**config.mk**
```make
export PLATFORM = sky130hd
export DESIGN_NAME = multi_alarm_clock
export DESIGN_NICKNAME = d
export VERILOG_FILES = /design/src/rtl/alarm_clock_pkg.sv /design/src/rtl/alarm_channel.sv /design/src/rtl/multi_alarm_clock.sv
export SDC_FILE = /design/constraint.sdc
export NUM_CORES = 1
export LEC_CHECK = 0
export ABC_CLOCK_PERIOD_IN_PS = 3100
export CORE_MARGIN = 10
export CORE_UTILIZATION = 60
export DETAILED_ROUTE_END_ITERATION = 8
export GPL_ROUTABILITY_DRIVEN = 1
export PLACE_DENSITY = 0.76
export RECOVER_POWER = 50
export SLEW_MARGIN = 20
export SYNTH_ARGS = -nofsm -noshare
export SYNTH_HDL_FRONTEND = slang
export SYNTH_HIERARCHICAL = 1
export SYNTH_SLANG_ARGS = --single-unit
```
**constraint.sdc**
```tcl
create_clock -name clk_i -period 3.1 [get_ports clk_i]
set_input_delay 0.62 -clock clk_i [delete_from_list [all_inputs] [get_ports clk_i]]
set_output_delay 0.62 -clock clk_i [all_outputs]
set_load 0.005 [all_outputs]
```
**src/rtl/alarm_clock_pkg.sv**
```systemverilog
// Shared types and time constants for the multi-channel alarm engine.
package alarm_clock_pkg;

  typedef enum logic [1:0] {
    ST_IDLE    = 2'd0,
    ST_ARMED   = 2'd1,
    ST_RINGING = 2'd2,
    ST_SNOOZE  = 2'd3
  } alarm_state_t;

  localparam int SEC_IN_MIN  = 60;
  localparam int SEC_IN_HOUR = 60 * SEC_IN_MIN;
  localparam int SEC_IN_DAY  = 24 * SEC_IN_HOUR;

  // Width of the second counters (ring and snooze timers).
  localparam int CNT_W = 16;

  // Signed hour offset folded into a 32-bit modular addend.
  function automatic logic [31:0] gmt_offset(input int gmt_hours);
    return 32'(gmt_hours * SEC_IN_HOUR);
  endfunction

endpackage

```
**src/rtl/alarm_channel.sv**
```systemverilog
// One alarm channel: state machine, stored UTC time, repeat flag, snooze budget and timer.
module alarm_channel
  import alarm_clock_pkg::*;
#(
  parameter int SNOOZE_TIME_SEC = 5,
  parameter int MAX_SNOOZES     = 3
) (
  input  logic         clk_i,
  input  logic         rst_i,
  input  logic [31:0]  cur_time_i,
  input  logic         tick_i,
  input  logic         set_i,
  input  logic         unset_i,
  input  logic [31:0]  set_time_i,
  input  logic         set_repeat_i,
  input  logic         off_i,
  input  logic         snooze_i,
  input  logic         ring_to_i,
  input  logic         grant_i,
  output alarm_state_t state_o,
  output logic [31:0]  time_o,
  output logic         req_o,
  output logic         ring_o,
  output logic [7:0]   left_o
);

  localparam logic [7:0]       SNZ_MAX = 8'(MAX_SNOOZES);
  localparam logic [CNT_W-1:0] SNZ_LEN = CNT_W'(SNOOZE_TIME_SEC);
  localparam logic [31:0]      DAY     = 32'(SEC_IN_DAY);

  alarm_state_t     state_q;
  logic [31:0]      time_q;
  logic             rep_q;
  logic             pend_q;
  logic [7:0]       scnt_q;
  logic [CNT_W-1:0] snz_q;

  logic stop_evt;

  // A snooze request with no budget left ends the event just like off.
  assign stop_evt = off_i || ((snooze_i || ring_to_i) && (scnt_q >= SNZ_MAX));

  assign state_o = state_q;
  assign time_o  = time_q;
  // Pending is set after a snooze expires: ring again regardless of the stored time.
  assign req_o   = (state_q == ST_ARMED) && (pend_q || (cur_time_i >= time_q));

  always_ff @(posedge clk_i or posedge rst_i) begin
    if (rst_i) begin
      state_q <= ST_IDLE;
      time_q  <= '0;
      rep_q   <= 1'b0;
      pend_q  <= 1'b0;
      scnt_q  <= '0;
      snz_q   <= '0;
      ring_o  <= 1'b0;
      left_o  <= '0;
    end else begin
      if (state_q != ST_SNOOZE) snz_q <= '0;
      else if (tick_i)          snz_q <= snz_q + 1'b1;

      if (unset_i) begin
        state_q <= ST_IDLE;
        pend_q  <= 1'b0;
        ring_o  <= 1'b0;
      end else if (set_i) begin
        state_q <= ST_ARMED;
        time_q  <= set_time_i;
        rep_q   <= set_repeat_i;
        scnt_q  <= '0;
        pend_q  <= 1'b0;
        ring_o  <= 1'b0;
      end else begin
        case (state_q)
          ST_ARMED: if (grant_i) begin
            state_q <= ST_RINGING;
            pend_q  <= 1'b0;
            ring_o  <= 1'b1;
            left_o  <= SNZ_MAX - scnt_q;
          end
          ST_RINGING: if (stop_evt) begin
            ring_o <= 1'b0;
            if (rep_q) begin
              state_q <= ST_ARMED;
              time_q  <= time_q + DAY;
              scnt_q  <= '0;
            end else begin
              state_q <= ST_IDLE;
            end
          end else if (snooze_i || ring_to_i) begin
            state_q <= ST_SNOOZE;
            scnt_q  <= scnt_q + 8'd1;
            ring_o  <= 1'b0;
          end
          ST_SNOOZE: if (snz_q >= SNZ_LEN) begin
            state_q <= ST_ARMED;
            pend_q  <= 1'b1;
          end
          default: ;
        endcase
      end
    end
  end

endmodule

```
**src/rtl/multi_alarm_clock.sv**
```systemverilog
// N-channel alarm engine: channel array, lowest-index ring arbiter, shared ring timer, readback.
module multi_alarm_clock
  import alarm_clock_pkg::*;
#(
  parameter int NUM_ALARMS      = 4,
  parameter int GMT             = 3,
  parameter int ALARM_TIME_SEC  = 10,
  parameter int SNOOZE_TIME_SEC = 5,
  parameter int MAX_SNOOZES     = 3,
  parameter int IDX_W           = (NUM_ALARMS > 1) ? $clog2(NUM_ALARMS) : 1
) (
  input  logic             clk_i,
  input  logic             rst_i,
  input  logic [31:0]      cur_posix_time_i,
  input  logic             last_tick_i,
  input  logic             set_en_i,
  input  logic [IDX_W-1:0] set_idx_i,
  input  logic [31:0]      set_time_i,
  input  logic             set_repeat_i,
  input  logic             unset_i,
  input  logic             off_stb_i,
  input  logic             snooze_stb_i,
  input  logic [IDX_W-1:0] rd_idx_i,
  output logic [31:0]      rd_time_o,
  output logic             rd_armed_o,
  output logic             alarm_o,
  output logic [IDX_W-1:0] active_idx_o,
  output logic [7:0]       snooze_left_o
);

  localparam logic [31:0]      GMT_OFS  = gmt_offset(GMT);
  localparam logic [CNT_W-1:0] RING_LEN = CNT_W'(ALARM_TIME_SEC);

  logic [NUM_ALARMS-1:0]        req, grant, ring;
  logic [NUM_ALARMS-1:0][31:0]  ch_time;
  logic [NUM_ALARMS-1:0][7:0]   ch_left;
  alarm_state_t                 ch_state [NUM_ALARMS];

  logic [31:0]      set_time_utc;
  logic [CNT_W-1:0] ring_cnt;
  logic             ring_to;
  logic [IDX_W-1:0] ring_idx, last_idx_q;

  assign set_time_utc = set_time_i + GMT_OFS;

  for (genvar i = 0; i < NUM_ALARMS; i++) begin : g_ch
    alarm_channel #(
      .SNOOZE_TIME_SEC (SNOOZE_TIME_SEC),
      .MAX_SNOOZES     (MAX_SNOOZES)
    ) u_ch (
      .clk_i        (clk_i),
      .rst_i        (rst_i),
      .cur_time_i   (cur_posix_time_i),
      .tick_i       (last_tick_i),
      .set_i        (set_en_i && (set_idx_i == IDX_W'(i))),
      .unset_i      (unset_i && (set_idx_i == IDX_W'(i))),
      .set_time_i   (set_time_utc),
      .set_repeat_i (set_repeat_i),
      .off_i        (off_stb_i),
      .snooze_i     (snooze_stb_i),
      .ring_to_i    (ring_to),
      .grant_i      (grant[i]),
      .state_o      (ch_state[i]),
      .time_o       (ch_time[i]),
      .req_o        (req[i]),
      .ring_o       (ring[i]),
      .left_o       (ch_left[i])
    );
  end

  // Ring flops are one-hot across channels, so alarm_o is their OR.
  assign alarm_o = |ring;
  assign ring_to = alarm_o && (ring_cnt >= RING_LEN);

  // Grant only while silent; unchosen requesters keep their request for a later round.
  always_comb begin
    grant = '0;
    if (!alarm_o) begin
      for (int i = NUM_ALARMS - 1; i >= 0; i--)
        if (req[i]) grant = NUM_ALARMS'(1) << i;
    end
  end

  always_comb begin
    ring_idx = '0;
    for (int i = 0; i < NUM_ALARMS; i++)
      if (ring[i]) ring_idx = IDX_W'(i);
  end

  assign active_idx_o = alarm_o ? ring_idx : last_idx_q;

  always_ff @(posedge clk_i or posedge rst_i) begin
    if (rst_i) begin
      ring_cnt   <= '0;
      last_idx_q <= '0;
    end else begin
      if (!alarm_o)         ring_cnt <= '0;
      else if (last_tick_i) ring_cnt <= ring_cnt + 1'b1;
      if (alarm_o) last_idx_q <= ring_idx;
    end
  end

  // Index-compare muxes so out-of-range selects read back as zero.
  always_comb begin
    snooze_left_o = '0;
    rd_time_o     = '0;
    rd_armed_o    = 1'b0;
    for (int i = 0; i < NUM_ALARMS; i++) begin
      if (active_idx_o == IDX_W'(i)) snooze_left_o = ch_left[i];
      if (rd_idx_i == IDX_W'(i)) begin
        rd_time_o  = ch_time[i];
        rd_armed_o = (ch_state[i] != ST_IDLE);
      end
    end
  end

endmodule

```
======== Yosys cells after proc, flatten, opt, wreduce, memory -nomap -nowiden ========
Cells that the tools add are included.
word-level totals
  word-level logic and storage cells ...... 346
  bits of input ports ..................... 76
  register bits after elaboration ......... 294
  output and inout bits ................... 44
cells by class
  equal/unequal tests ..................... 42
  bitwise logic cells ..................... 8
  reduce and logical (&&, ||, !) cells .... 94
  muxes and demuxes ....................... 137
  add/subtract/negate cells ............... 18
  magnitude comparators ................... 13
operators by type and width
  cell                    count
  $mux 32                 20
  $mux 8                  24
  $mux 16                 10
  $add 32x17->32 const B  4
  $ge 32x32->1            4
  $add 16x1->16 const B   5
  $ge 16x3->1 const B     4
  $reduce_and 4->1        16
  $mux 2                  24
  $mux 1                  42
  $reduce_bool 2->1       20
  $add 32x14->32 const B  1
  $add 8x1->8 const B     4
  $ge 8x2->1 const B      4
  $reduce_bool 4->1       8
  $sub 2x8->8 const A     4
  $eq 2x2->1 const B      14
  $pmux 2 s3              4
  $reduce_and 3->1        8
  $mux 4                  5
  $reduce_bool 5->1       4
  $logic_and 1x1->1       17
  $ge 16x4->1 const B     1
  $ne 4x1->1 const B      4
  13 further kinds        61

======== Longest topological paths before layout ========
  word-level depth ........................ 12
  mapped depth ............................ 13
  mapped depth without buffers ............ 13

======== By module ========
The synthesis kept the hierarchy.
modules (own cells, without submodules)
  module             area each (sq um)  sequential area each (sq um)  instances  cells an instance
  alarm_channel      4506.8             1726.7                        4          491
  multi_alarm_clock  2571.2             450.4                         1          248

======== Least setup slack after synthesis ========
Ideal clock, no wire load.
  path kind ............................... input-to-reg
  from .................................... input cur_posix_time_i[6]
  to ...................................... register g_ch[1].u_ch.left_o[4]
  stages .................................. 11
  data arrival time ....................... 2736 ps
  setup slack ............................. 229 ps
  required time ........................... 2965 ps
  cell sequence ........................... ha_1 -> a21o_1 -> a221oi_1 -> o21ai_0 -> a221oi_1 -> a21oi_1 -> nor3b_1 -> nand3_1 -> clkbuf_1 -> nand2_1 -> o21ai_0
on the way
  elaborated cells between the ends (all ways) .. 14
RTL lines
  element                     RTL line                 source
  from (decl)                 multi_alarm_clock.sv:14  input logic [31:0] cur_posix_time_i,
  $ge 32x32->1                alarm_channel.sv:46      assign req_o = (state_q == ST_ARMED) && (pend_q || (cur_time_i >= time_q));
  $logic_or 1x1->1            alarm_channel.sv:46
  $logic_and 1x1->1           alarm_channel.sv:46
  named net req[0]            multi_alarm_clock.sv:34  logic [NUM_ALARMS-1:0] req, grant, ring;
  $mux 4                      multi_alarm_clock.sv:80  if (req[i]) grant = NUM_ALARMS'(1) << i;
  $mux 4                      multi_alarm_clock.sv:78  if (!alarm_o) begin
  named net grant[1]          multi_alarm_clock.sv:34
  $reduce_and 4->1 (no line)  n/a
  to (signal assigned)        alarm_channel.sv:79      left_o <= SNZ_MAX - scnt_q;
  to (decl)                   alarm_channel.sv:24      output logic [7:0] left_o
The timed path passes the listed nets, and every way through them passes these cells.
A chain may end at the register's enable or synchronous reset.

======== Worst setup path in the final report ========
  from .................................... input cur_posix_time_i[2]
  to ...................................... register g_ch[3].u_ch.ring_o
on the way
  longest elaborated chain between the ends .. 10
  elaborated cells between the ends (all ways) .. 19
ends and longest elaborated chain
  element                     RTL line                 source
  $ge 32x32->1                alarm_channel.sv:46
  $logic_or 1x1->1            alarm_channel.sv:46
  $logic_and 1x1->1           alarm_channel.sv:46
  named net req[3]            multi_alarm_clock.sv:34
  $mux 4 (4 in series)        multi_alarm_clock.sv:80
  $mux 4                      multi_alarm_clock.sv:78
  named net grant[3]          multi_alarm_clock.sv:34
  $ne 4x2->1 (no line)        n/a
  $reduce_and 3->1 (no line)  n/a
  to (signal assigned)        alarm_channel.sv:78      ring_o <= 1'b1;
  to (signal assigned)        alarm_channel.sv:82      ring_o <= 1'b0;
  to (signal assigned)        alarm_channel.sv:93      ring_o <= 1'b0;
  to (decl)                   alarm_channel.sv:23      output logic ring_o,
The timed path passes the listed nets, and every way through them passes these cells.

==> metrics.log <==
INFO  metric cts-buffers-inserted = 35
INFO  metric violations = capacitance limit, slew limit
INFO  metric synth-seq-area-share = 35.72%
INFO  metric antenna_found_initial = 1
INFO  metric synth-seq-cells = 294
INFO  metric synth_xor_area_share = between 6 and 7%
INFO  metric max_cap_violations = 1
INFO  metric synth_simple_gate_area_share = 18.75%
INFO  metric dominant_combinational_cell_family_by_area_after_synthesis = simple AND/OR/NAND/NOR gates
INFO  metric status = finished, violations left
INFO  metric slowest_cell_on_the_critical_path = clkdlybuf4s50_1
INFO  metric routed_wl = 73230 µm
INFO  metric worst-path-stages = 14
INFO  metric timing_hold_violations_final = 0
INFO  metric wire_per_inst = 24.41 µm
INFO  metric synthesis.area = roughly 21000 µm²
INFO  metric timing.setup.critical_path_class = input pin to flop
INFO  metric share_of_post_route_cells_with_drive_strength_above_1 = 19.04%
INFO  metric rsz0062_at_grt = no
INFO  metric fillCellCount = 2483
INFO  metric h-tree-depth = 2
INFO  metric cp_num_buf_inv = 4
INFO  metric clock_sinks = 294
INFO  metric clk_pin_slew_worst_paths = 0.06 ns
INFO  metric remaining_drcs = 0
INFO  metric buffer_ports.inserted = around 120
INFO  metric achievable-frequency = 329.9 MHz
INFO  metric overall_die_width = 205.3 µm
INFO  metric r2r.worst_path.cells = 10
INFO  metric clock-skew-final = 0.02539 ns
INFO  metric grt_util_all_layers = 33.96%
INFO  metric syn2layout_area_growth = 23.42%
INFO  metric grt.overflow.total = 0
INFO  metric yosys.area_share.adder = 9.658%
INFO  metric synth.net_count = around 2400
INFO  metric yosys.cell_count.top_type = dfrtp_1
INFO  metric netlist.area_leader.share = 35.72%
INFO  metric grt_first_pass_wirelength = 112000 µm
INFO  metric drtIter0Drc = 2190
INFO  metric cells_traversed_along_the_worst_timing_path = clkdlybuf4s50_1, buf_4, ha_1, a21o_1, a31oi_1, o21ai_2, a221oi_1, buf_4, a21oi_1, and3b_2, buf_6, a21oi_1, o21ai_1, and2_1
INFO  metric slew_headroom = -1.671%
INFO  metric cts_root_buffer = clkbuf_16
INFO  metric synthMuxAreaShare = 6.755%
INFO  metric min-delay-path-class = flop to flop
INFO  metric min_delay_path_depth = 2
INFO  metric dieArea = around 42000 µm²
INFO  metric synthesis.area_per_instance = about 9.3 µm²
INFO  metric first_global_vias = 19524
INFO  metric irDropWorstVdd = 0.0005441 V
INFO  metric synth_edf_count = 0
INFO  metric synthFlopType = dfrtp_1
INFO  metric critical_path_required = 3.53 ns
INFO  metric clock_latency_late_sink = 0.54 ns
INFO  metric detailed_place_hpwl = 55110 µm
INFO  metric synth_async_sr_flop_share = 100.0%
INFO  metric grt_util_met2 = 53.89%
INFO  metric synth.yosys.warnings = 6
INFO  metric report.final.setup_viol = 0
INFO  metric placementRows = 67
INFO  metric slew_violations = 26
INFO  metric cpLargestDelayFamily = compound AO/OA/AOI/OAI gates
INFO  metric synth_top_area_cell = dfrtp_1
INFO  metric post_synth_inst_count = approximately 2200
INFO  metric grt_start_max_net_pins = 45
INFO  metric timing.critical_path.to_type = flop
INFO  metric post_route_ant_nets = 0
INFO  metric tns = 0 ns
INFO  metric num_io_pins = 120
INFO  metric cp.arrival = 3.46 ns
INFO  metric tritoncts = built
INFO  metric power.density = 657.5 nW/µm²
INFO  metric cp-start-kind = input pin
INFO  metric post_drt_via_cell_ratio = around 6.7
INFO  metric finalPower = 16.72 mW
INFO  metric layout.nets = 2762
INFO  metric gr_peak_layer = met2
INFO  metric period_share = between 90% and 100%
INFO  metric dieHeight = 205.3 µm
INFO  metric drt_pass1_iterations = 8
INFO  metric synth-compound-area-share = 17.98%
INFO  metric worst_path_largest_cell_delay = 0.45 ns
INFO  metric worst_pin_slew = 1.525 ns
INFO  metric global_route.usage.met3 = 6.652%
INFO  metric leakagePower = roughly 11 nW
INFO  metric maximum_net_fanout_on_the_critical_path = 3
INFO  metric num_vias = between 15000 and 20000
INFO  metric netlist_top_cells_area = dfrtp_1 (36%), ha_1 (9.7%), mux4_2 (4.4%)
INFO  metric gp_congestion = just over 1
INFO  metric timing.final.crit_period = 3.031 ns
INFO  metric antenna_cells = 0
INFO  metric cts_buffer_depth = 3
INFO  metric core = 33700 µm²
INFO  metric start_util = 61.12%
INFO  metric synth.cells.most_frequent = dfrtp_1 (294), inv_1 (189), nor2_1 (175), a21oi_1 (159), ha_1 (159)
INFO  metric synth_cell_type_count = 71
INFO  metric grtUsageMet1 = 44.34%
## tightest hold or removal path, cell delays in order, from the launching register on
cell and delay [ns]:
dfrtp_1 0.35, nand2_1 0.05, o21ai_0 0.06
## power breakdown
part	internal (mW)	total, mW	switching [mW]
Clock	2.52	4.25	1.73
Combinational	3.15	6.98	3.84
Sequential	4.61	5.48	0.871
## registers in the layout, summed over array words and instances (netlist names)
name / flops
g_ch.u_ch/time_o: 128
g_ch.u_ch/snz_q: 64
g_ch.u_ch/state_o: 8
last_idx_q: 2
g_ch.u_ch/rep_q: 4
g_ch.u_ch/ring_o: 4
g_ch.u_ch/left_o: 32
ring_cnt: 16
g_ch.u_ch/pend_q: 4
g_ch.u_ch/scnt_q: 32
## area by class of cell
type	instances	area, µm²	area share, %
well taps	448	560.5	2.205
clock inverters	12	175.2	0.6890
clock buffers	50	1002	3.942
inverters	189	710.7	2.795
repair buffers	359	3124	12.29
multi-input cells	1648	12490	49.13
flip-flops and latches	294	7360	28.95
## path summary, 6_finish.rpt
kind	start	slack (ns)	end
max in group asynchronous	rst_i	0.35	g_ch[1].u_ch/time_o[0]
min in group asynchronous	rst_i	0.80	ring_cnt[1]
max	cur_posix_time_i[2]	0.07	g_ch[3].u_ch/ring_o
max reg2reg	ring_cnt[5]	0.10	g_ch[3].u_ch/time_o[31]
min	g_ch[3].u_ch/left_o[1]	0.49	g_ch[3].u_ch/left_o[1]
min reg2reg	g_ch[3].u_ch/left_o[1]	0.49	g_ch[3].u_ch/left_o[1]
## per-layer routing
| metal | wire (µm) | part of all wire [%] |
|---|---|---|
| met3 | 7738 | 11 |
| met2 | 33530 | 46 |
| met5 | 13 | 0.018 |
| met4 | 3901 | 5.3 |
| met1 | 28050 | 38 |
## kinds of logic (layout without fill, tap and decap cells)
kind of cell,after synthesis,in the layout
simple gates,721,721
compound gates,541,541
flops,294,294
buf+inv,270,610
fa+ha+maj,159,159
xor+xnor,143,143
mux,84,84
## cell usage in the layout, fill, tap and decap left out, types with 60 or more instances in the layout
cell and instances:
a21oi_1 153, inv_1 186, nor2_1 175, ha_1 156, nand4_1 88, nor3_1 63, dfrtp_1 292, nand3_1 60
o21ai_0 108, buf_4 213, nand2_1 131, xnor2_1 87, clkdlybuf4s50_1 92
## through the flow
stage / instance area [µm²] / util [%] / hold WS, ns / setup slack, ns / std cells
after global placement: 23940 / 71.04 / 0.4728 / -1.056 / 2934
after CTS: 25230 / 74.87 / 0.4923 / 0.0002465 / 2996
after global routing: 25420 / 75.44 / 0.5042 / 0.001683 / 3000
after detailed placement: 23940 / 71.04 / 0.4799 / -1.104 / 2934
after floorplan: 20600 / - / 0.4446 / 0.2292 / 2212
final: 25420 / 75.44 / 0.4924 / 0.06854 / 3000
## what timing repair did
item,CTS,global route
resized for setup,42,52
pin swaps,6,13
setup endpoints to repair,54,62
buffers inserted,0,3
hold buffers,0,0
cloned,0,1
No activity file was read; power rests on OpenSTA's default activity.
